===== src/rtl/tpu_pkg.sv =====
// Shared constants, drain FSM state encoding and the saturating-add width rule
// used by the systolic-array output buffer.
package tpu_pkg;

  localparam int DATA_WIDTH_DEF = 16;
  localparam int LANES_DEF      = 4;
  localparam int DEPTH_DEF      = 16;

  typedef enum logic [1:0] {
    ST_IDLE   = 2'd0,
    ST_STREAM = 2'd1,
    ST_DONE   = 2'd2
  } drain_state_t;

  // One guard bit is enough to detect overflow of a two-operand signed add.
  function automatic int sat_sum_width(input int dw);
    return dw + 1;
  endfunction

endpackage


===== src/rtl/sat_adder.sv =====
// Combinational signed add clamped to the representable DATA_WIDTH range.
module sat_adder
  import tpu_pkg::*;
#(
  parameter int DATA_WIDTH = DATA_WIDTH_DEF
) (
  input  logic signed [DATA_WIDTH-1:0] i_a,
  input  logic signed [DATA_WIDTH-1:0] i_b,
  output logic signed [DATA_WIDTH-1:0] o_sum
);

  localparam int SW = sat_sum_width(DATA_WIDTH);

  logic signed [SW-1:0] w_wide;

  // Widen, add, then clamp when the guard bit disagrees with the sign bit.
  always_comb begin
    w_wide = {i_a[DATA_WIDTH-1], i_a} + {i_b[DATA_WIDTH-1], i_b};
    if (w_wide[SW-1] != w_wide[SW-2]) begin
      if (w_wide[SW-1]) begin
        o_sum = {1'b1, {(DATA_WIDTH-1){1'b0}}};
      end else begin
        o_sum = {1'b0, {(DATA_WIDTH-1){1'b1}}};
      end
    end else begin
      o_sum = w_wide[DATA_WIDTH-1:0];
    end
  end

endmodule


===== src/rtl/output_acc_buffer.sv =====
// Multi-lane result buffer: row writes with optional saturating accumulate,
// and a drain FSM streaming selected rows word by word over valid/ready.
module output_acc_buffer
  import tpu_pkg::*;
#(
  parameter int DATA_WIDTH = DATA_WIDTH_DEF,
  parameter int LANES      = LANES_DEF,
  parameter int DEPTH      = DEPTH_DEF,
  parameter int ROW_AW     = $clog2(DEPTH),
  parameter int LANE_AW    = $clog2(LANES)
) (
  input  logic                        clk,
  input  logic                        rst_n,
  input  logic                        wr_en,
  input  logic [ROW_AW-1:0]           wr_row,
  input  logic [LANES*DATA_WIDTH-1:0] wr_data,
  input  logic [LANES-1:0]            wr_mask,
  input  logic                        acc_mode,
  input  logic                        clear,
  input  logic                        drain_start,
  input  logic [ROW_AW-1:0]           drain_base,
  input  logic [ROW_AW:0]             drain_rows,
  output logic                        out_valid,
  input  logic                        out_ready,
  output logic [DATA_WIDTH-1:0]       out_data,
  output logic                        out_last,
  output logic                        busy,
  output logic                        done
);

  localparam int TW = ROW_AW + LANE_AW + 1;

  logic [DATA_WIDTH-1:0] r_mem [DEPTH][LANES];
  logic [DEPTH-1:0]      r_valid;
  logic [DEPTH-1:0]      w_valid_nxt;

  logic                  w_wr_any;
  logic                  w_row_live;
  logic [DATA_WIDTH-1:0] w_old [LANES];
  logic [DATA_WIDTH-1:0] w_sum [LANES];
  logic [DATA_WIDTH-1:0] w_new [LANES];

  drain_state_t          r_state;
  logic [ROW_AW-1:0]     r_nrow;
  logic [LANE_AW-1:0]    r_nlane;
  logic [TW-1:0]         r_left;

  logic [ROW_AW-1:0]     w_rd_row;
  logic [LANE_AW-1:0]    w_rd_lane;
  logic [DATA_WIDTH-1:0] w_rd_data;
  logic [ROW_AW-1:0]     w_adv_row;
  logic [LANE_AW-1:0]    w_adv_lane;
  logic [TW-1:0]         w_total;

  assign w_wr_any   = wr_en & (|wr_mask);
  // A clear in the same cycle makes the row's previous contents count as zero.
  assign w_row_live = r_valid[wr_row] & ~clear;

  genvar g;
  generate
    for (g = 0; g < LANES; g++) begin : g_lane
      assign w_old[g] = w_row_live ? r_mem[wr_row][g] : {DATA_WIDTH{1'b0}};

      sat_adder #(.DATA_WIDTH(DATA_WIDTH)) u_sat (
        .i_a   (w_old[g]),
        .i_b   (wr_data[g*DATA_WIDTH +: DATA_WIDTH]),
        .o_sum (w_sum[g])
      );

      assign w_new[g] = acc_mode ? w_sum[g] : wr_data[g*DATA_WIDTH +: DATA_WIDTH];
    end
  endgenerate

  // Row storage; masked-off lanes of a freshly validated row are zeroed.
  always_ff @(posedge clk) begin
    if (w_wr_any) begin
      for (int i = 0; i < LANES; i++) begin
        if (wr_mask[i]) begin
          r_mem[wr_row][i] <= w_new[i];
        end else if (!w_row_live) begin
          r_mem[wr_row][i] <= {DATA_WIDTH{1'b0}};
        end
      end
    end
  end

  always_comb begin
    w_valid_nxt         = clear ? {DEPTH{1'b0}} : r_valid;
    w_valid_nxt[wr_row] = w_valid_nxt[wr_row] | w_wr_any;
  end

  // Row-valid bits.
  always_ff @(posedge clk or negedge rst_n) begin
    if (!rst_n) begin
      r_valid <= {DEPTH{1'b0}};
    end else begin
      r_valid <= w_valid_nxt;
    end
  end

  // The first word comes from drain_base; later words from the stored pointer.
  assign w_rd_row   = (r_state == ST_IDLE) ? drain_base : r_nrow;
  assign w_rd_lane  = (r_state == ST_IDLE) ? {LANE_AW{1'b0}} : r_nlane;
  assign w_rd_data  = r_valid[w_rd_row] ? r_mem[w_rd_row][w_rd_lane] : {DATA_WIDTH{1'b0}};
  assign w_adv_lane = w_rd_lane + LANE_AW'(1);
  assign w_adv_row  = (w_rd_lane == LANE_AW'(LANES - 1)) ? (w_rd_row + ROW_AW'(1)) : w_rd_row;
  assign w_total    = TW'(drain_rows) << LANE_AW;

  // Drain FSM with registered stream outputs.
  always_ff @(posedge clk or negedge rst_n) begin
    if (!rst_n) begin
      r_state   <= ST_IDLE;
      r_nrow    <= {ROW_AW{1'b0}};
      r_nlane   <= {LANE_AW{1'b0}};
      r_left    <= {TW{1'b0}};
      out_valid <= 1'b0;
      out_data  <= {DATA_WIDTH{1'b0}};
      out_last  <= 1'b0;
      busy      <= 1'b0;
      done      <= 1'b0;
    end else begin
      case (r_state)
        ST_IDLE: begin
          done <= 1'b0;
          if (drain_start) begin
            if (drain_rows != {(ROW_AW+1){1'b0}}) begin
              out_data  <= w_rd_data;
              out_valid <= 1'b1;
              out_last  <= (w_total == TW'(1));
              r_nrow    <= w_adv_row;
              r_nlane   <= w_adv_lane;
              r_left    <= w_total - TW'(1);
              busy      <= 1'b1;
              r_state   <= ST_STREAM;
            end else begin
              done    <= 1'b1;
              r_state <= ST_DONE;
            end
          end
        end
        ST_STREAM: begin
          if (out_valid && out_ready) begin
            if (out_last) begin
              out_valid <= 1'b0;
              out_last  <= 1'b0;
              busy      <= 1'b0;
              done      <= 1'b1;
              r_state   <= ST_DONE;
            end else begin
              out_data <= w_rd_data;
              out_last <= (r_left == TW'(1));
              r_nrow   <= w_adv_row;
              r_nlane  <= w_adv_lane;
              r_left   <= r_left - TW'(1);
            end
          end
        end
        ST_DONE: begin
          done    <= 1'b0;
          r_state <= ST_IDLE;
        end
        default: begin
          out_valid <= 1'b0;
          out_last  <= 1'b0;
          busy      <= 1'b0;
          done      <= 1'b0;
          r_state   <= ST_IDLE;
        end
      endcase
    end
  end

endmodule

===== config.mk =====
export PLATFORM = sky130hd
export DESIGN_NAME = output_acc_buffer
export DESIGN_NICKNAME = d
export VERILOG_FILES = /design/src/rtl/tpu_pkg.sv /design/src/rtl/sat_adder.sv /design/src/rtl/output_acc_buffer.sv
export SDC_FILE = /design/constraint.sdc
export NUM_CORES = 2
export LEC_CHECK = 0
export ABC_AREA = 0
export CAP_MARGIN = 40
export CORE_MARGIN = 4
export CORE_UTILIZATION = 55
export DETAILED_ROUTE_END_ITERATION = 6
export GPL_TIMING_DRIVEN = 0
export PLACE_DENSITY_LB_ADDON = 0.05
export SLEW_MARGIN = 5
export SYNTH_ARGS = -nofsm -noshare
export SYNTH_HDL_FRONTEND = slang
export SYNTH_SLANG_ARGS = --single-unit

===== constraint.sdc =====
create_clock -name clk -period 5.3 [get_ports clk]
set_input_delay 1.06 -clock clk [delete_from_list [all_inputs] [get_ports clk]]
set_output_delay 1.06 -clock clk [all_outputs]
set_load 0.03 [all_outputs]

# Word-level counts from Yosys, hierarchy flattened

Memories as Yosys holds them, arrays and structs flattened.
Index checks and enable logic that the tools add are counted.
W data, S select, Z words.

Magnitude comparators: 4
Multiplexer cells: 102
Div/mod/pow operators: 0
Bitwise logic cells: 10
Reductions and logical operators: 11
Multiply operators: 0
Equal/unequal tests: 13
Add/subtract/negate cells: 8
Shifts and indexed selects: 0

Operators by type and width:

| kind                  | count |
|---|---|
| $mux W16              | 28 |
| $add A16 B16 Y17      | 4 |
| $mux W1               | 41 |
| $bmux W16 S2          | 1 |
| $pmux W16 S2          | 1 |
| $mux W7               | 4 |
| $mux W4               | 6 |
| $mux W2               | 9 |
| $bwmux W16            | 1 |
| $pmux W7 S2           | 1 |
| $sub A7 B1 Y7 const B | 2 |
| $bmux W1 S4           | 3 |
| $lt A4 B5 Y1 const B  | 2 |
| $reduce_and A5 Y1     | 2 |
| $ne A2 B2 Y1 const B  | 4 |
| $pmux W2 S2           | 2 |
| $pmux W4 S2           | 1 |
| $eq A7 B1 Y1 const B  | 1 |
| $pmux W1 S3           | 2 |
| $or A1 B1 Y1          | 5 |
| $reduce_bool A5 Y1    | 1 |
| $add A4 B1 Y4 const B | 1 |
| $demux W1 S4          | 1 |
| $eq A2 B2 Y1 const B  | 2 |
| other kinds (17)      | 23 |

Memories kept: 1
Bits in latches: 0
Bits in read-only memories: 0
Bits in writable memories: 1024
Output and inout port bits: 20
Flip-flop bits (word level): 50

Memory list:

| name  | words | width | read ports | clocked after Yosys merged registers in | write ports | RTL line                | RTL |
|---|---|---|---|---|---|---|---|
| r_mem | 16    | 64    | 2          | 0                                       | 1           | output_acc_buffer.sv:33 | `logic [DATA_WIDTH-1:0] r_mem [DEPTH][LANES];` |

# Depth between registers and ports, before layout

Word-level depth: 10
Mapped depth: 18
Mapped depth without buffers: 14

# By module

Synthesis repeated with hierarchy kept, for this count alone.

Cell total of the unflattened synthesis: 4117
Area total of the unflattened synthesis: 57121.0 um2

By module, submodules not included:

| module            | times used | cells an instance | seq. area each (um2) | area each (um2) |
|---|---|---|---|---|
| output_acc_buffer | 1          | 3517              | 32000.7              | 52561.7 |
| sat_adder         | 4          | 150               | 0.0                  | 1139.8 |

# Worst setup path before layout

Ideal clock, no wire load.

Path kind: input to register
Start: in wr_row[0]
End: mem r_mem[0][17] (netlist name) (data pin)
Arrival: 6215 ps
Data required time: 4948 ps
Library setup time: 352 ps
Path slack: -1268 ps
Buffers on the path: 4
Stages on the path: 17
Cells stage by stage: buf_2 -> clkbuf_1 -> buf_1 -> buf_2 -> mux4_2 -> mux4_2 -> nor2b_1 -> ha_1 -> fa_1 -> a211oi_1 -> nor2_1 -> o21ai_0 -> o21ai_0 -> o31ai_1 -> o2bb2ai_1 -> xor2_1 -> a311oi_1

Longest elaborated chain between the ends: 9

RTL lines:

| element                                  | RTL line                         | RTL |
|---|---|---|
| start: declaration                       | output_acc_buffer.sv:15          | `input logic [ROW_AW-1:0] wr_row,` |
| $bmux W1 S4                              | output_acc_buffer.sv:57          | `assign w_row_live = r_valid[wr_row] & ~clear;` |
| $mux W1 (implied by the code)            | output_acc_buffer.sv:57          |  |
| $and A1 B1 Y1                            | output_acc_buffer.sv:57          |  |
| $mux W16                                 | output_acc_buffer.sv:62          | `assign w_old[g] = w_row_live ? r_mem[wr_row][g] : {DATA_WIDTH{1'b0}};` |
| $add A16 B16 Y17                         | sat_adder.sv:18                  | `w_wide = {i_a[DATA_WIDTH-1], i_a} + {i_b[DATA_WIDTH-1], i_b};` |
| $mux W16 or $ne A1 B1 Y1 (tied branches) | sat_adder.sv:20, sat_adder.sv:19 |  |
| $mux W16                                 | sat_adder.sv:19                  | `if (w_wide[SW-1] != w_wide[SW-2]) begin` |
| $mux W16                                 | output_acc_buffer.sv:70          | `assign w_new[g] = acc_mode ? w_sum[g] : wr_data[g*DATA_WIDTH +: DATA_WIDTH];` |
| $mux W16 (no line) (*)                   | -                                |  |
| end: declaration                         | output_acc_buffer.sv:33          |  |

Mark *: on every way between the ends. The rest lies on a longest branch, timed or not. The select of a mux whose other input is x is not followed.

# Worst setup path after layout

Start: in wr_row[1]
End: mem r_mem[9][22] (netlist name) (data pin)

The elaborated chain is that of the path after synthesis.

==> impl_metrics.toml <==
[yosys]
yosysTopAreaCell = "edfxtp_1"
ys.flop_type = "edfxtp_1"
synth_most_common_cell = "edfxtp_1"
synth_cell_types = 95
ys_top_cells_by_area = "edfxtp_1 56%, mux4_2 15%, nand2_1 5.0%, dfrtp_1 2.3%, nand3_1 1.6%"
synth_top_area_share_pct = 56.0
synth_edf_count = 1024
synthArstFlopShare_pct = 4.66
avgSynthCellArea_um2 = 13.8
synthTopCellsByCount = "1024 x edfxtp_1, 725 x nand2_1, 376 x mux4_2"
ys_warn_count = 0
ys_ff_latch = 1074
synth_area_mm2 = 0.0549
yosysSeqAreaShare_pct = 58.3
synth_nets = 4149
postSynthCellCount = 3987

[global_routing]
antenna_found_initial = 22
grt_pass1_vias = 40900
grt_pass1_wl_um = 331000
global_route.usage.total_pct = 47.0
grt_start_max_net_pins = 51
overflow = 0

[cts]
hold_buffers = 0
clockBufferDepth = 3
clk_latency_ns = 0.74
cts.sinks = 1074
cts_tree = "yes"
cts_made_buffers = 109
clk_pin_slew_ns = 0.06
cts_htree_levels = 3
root_buffer = "clkbuf_16"

[min_path]
hold_path_class = "in -> async"

[floorplanning]
initial_core_util_pct = 55.6
core_area_mm2 = 0.0987
die_w_um = 324
rows = 115
die_y_um = 324
pin_count = 108
die-area_mm2 = 0.105

[placed_design]
dp_cells = 5515
portBuffers = 103
place_congestion = 1.08
hpwl_um = 177000

[power_and_ir_drop]
p_clk_share_pct = 24.5
pwr_density_cell_mw_per_mm2 = 497
internal_power_mw = 18.4
swShare_pct = 44.0
combPwrFrac_pct = 45.4
p_leak_nw = 22.6
ir_drop_v = 0.000451
switchingPower_mw = 14.5
seqPwrFrac_pct = 30.1

[critical_path]
reg2reg_depth = 17
end_kind = "flip-flop"
required_ns = 5.76
cp_cell_sequence = "clkbuf_2, buf_8, clkbuf_16, buf_8, mux4_2, mux4_2, nor2b_1, ha_1, a211oi_2, o211ai_1, a31oi_2, o21ai_2, a311oi_4, xnor2_4, o31ai_4, buf_12, a311oi_4, buf_12"
critPathSlowestCell = "mux4_2"
cp_max_fo = 16
critPathLaunchType = "input pin"
arrival_ns = 5.79
critPathMaxStageDelay_ns = 0.56
crit_type = "in -> reg"

[sta]
finalCriticalPeriod_ns = 5.33
setup_viol = 48
min_period_over_period_pct = 101
setup_slack_ns = -0.0304
relSlewSlack_pct = 27.1
fin_worst_skew_ns = 0.0325
finalMaxSlewViolations = 0
max_freq_mhz = 188
finalHoldViolCount = 0
hold_ws_ns = 0.425
worstMarginPinSlew_ns = 1.09

[routing]
drt_wl_total_um = 250000
drtIter0Drc = 8887
avgRoutedWirePerCell_um = 42.9
viasPerCell = 7.65
drtAntennaViolNets = 0
drt_pass1_iterations = 7
drcViolationCount = 24
vias = 44500

[finish]
finish.net_count = 4583
final_layout_size_suffix_gt1_share_pct = 25.9
nFillCells = 7077
final_cell_count_no_fill = 5818
syn2layout_area_growth_pct = 20.4

[run_status]
failed_checks = "DRC, setup timing"
status = "finished, violations left"

[job]
max-cap-violations = 0
path summary, 6_finish.rpt:
| path | from | endpoint | slack (ns) |
|---|---|---|---|
| max | wr_row[1] | r_mem[9][22] | -0.03 |
| min | rst_n | r_left[1] | 0.43 |
| max reg2reg | r_valid[11] | r_mem[9][22] | 0.06 |
| min reg2reg | done | done | 0.50 |
| max in group asynchronous | rst_n | r_valid[14] | 4.30 |
| min in group clk | done | done | 0.50 |
cells by family after synthesis:
family / synth area share [%]
fa+ha+maj: 1.74
xor+xnor: 0.830
buf+inv: 3.01
compound gates: 8.81
simple gates: 11.1
mux: 16.2
flops: 58.3
registers in the layout, summed over array words and instances, names as in the netlist:
name      count
busy          1
done          1
out_data     16
out_last      1
r_left        7
r_mem      1024
r_nlane       2
r_nrow        4
r_state       2
r_valid      16
repair_timing:
| item | 4_1_cts | 5_1_grt |
|---|---|---|
| pin swaps | 32 | 29 |
| endpoints found under the setup margin | 1024 | 948 |
| cloned | 1 | 4 |
| gates resized for setup | 93 | 80 |
| setup buffers | 39 | 39 |
cell type report:
type	count	area [um2]	share of cell area (%)
multi-input combinational	2581	22500	34.1
antenna	18	45.0	0.0682
clock inverter	69	713	1.08
clock buffer	134	2920	4.41
tap	1287	1610	2.44
sequential	1074	32000	48.4
buffer	284	1970	2.99
timing repair buffer	325	4120	6.23
inverter	46	185	0.280
worst max-delay path, delay by kind of cell:
family          cells  cell delay [ns]
buf+inv             6             1.31
mux                 2             0.92
xor+xnor            1             0.16
fa+ha+maj           1             0.33
compound gates      7             1.80
simple gates        1             0.19
stage by stage:
stage	util, %	power (mW)	setup WS [ns]	setup TNS (ns)	instance area, um2
floorplan	-	16.4	-0.127	-54.98	55700
global placement	59.1	22.6	-2.30	-2373.56	58300
detailed placement	61.4	23.3	-1.71	-1412.09	60600
CTS	66.1	31.3	-0.0117	-0.192	65300
global route	66.9	32.7	-0.0460	-4.93	66000
finish	66.9	32.8	-0.0304	-0.798	66100
layer usage:
| layer | routed length [um] | global-route usage [%] |
|---|---|---|
| met1 | 80600 | 57.8 |
| met5 | 491 | 3.04 |
| met2 | 99700 | 63.4 |
| met3 | 45700 | 24.3 |
| met4 | 23200 | 33.8 |
power groups by stage:
stage | registers (mW) | logic (mW) | clock network [mW]
5_1_grt | 9.89 | 14.5 | 8.31
3_3_place_gp | 10.1 | 12.5 | 0
2_1_floorplan | 10.0 | 6.31 | 0
3_5_place_dp | 10.1 | 13.3 | 0
6_report | 9.89 | 14.9 | 8.03
4_1_cts | 9.87 | 13.5 | 7.93
layout by cell type (no fill, tap or decap), types with 24 or more instances in the layout:
cell	instances
a211oi_1	46
a21oi_1	79
a311oi_1	56
a31oi_1	89
and3_1	79
buf_12	52
buf_2	78
buf_4	93
buf_6	65
buf_8	86
clkbuf_1	99
clkbuf_16	116
clkdlybuf4s50_1	102
clkinv_2	24
dfrtp_1	50
edfxtp_1	1024
ha_1	67
inv_1	42
mux2i_1	34
mux4_2	376
nand2_1	725
nand3_1	177
nand4_1	47
nor2_1	99
nor2_2	44
nor2_4	37
nor2b_1	74
o21ai_0	101
o22ai_1	28
xnor2_1	31
Note: power is estimated with default switching activity, not from simulation.
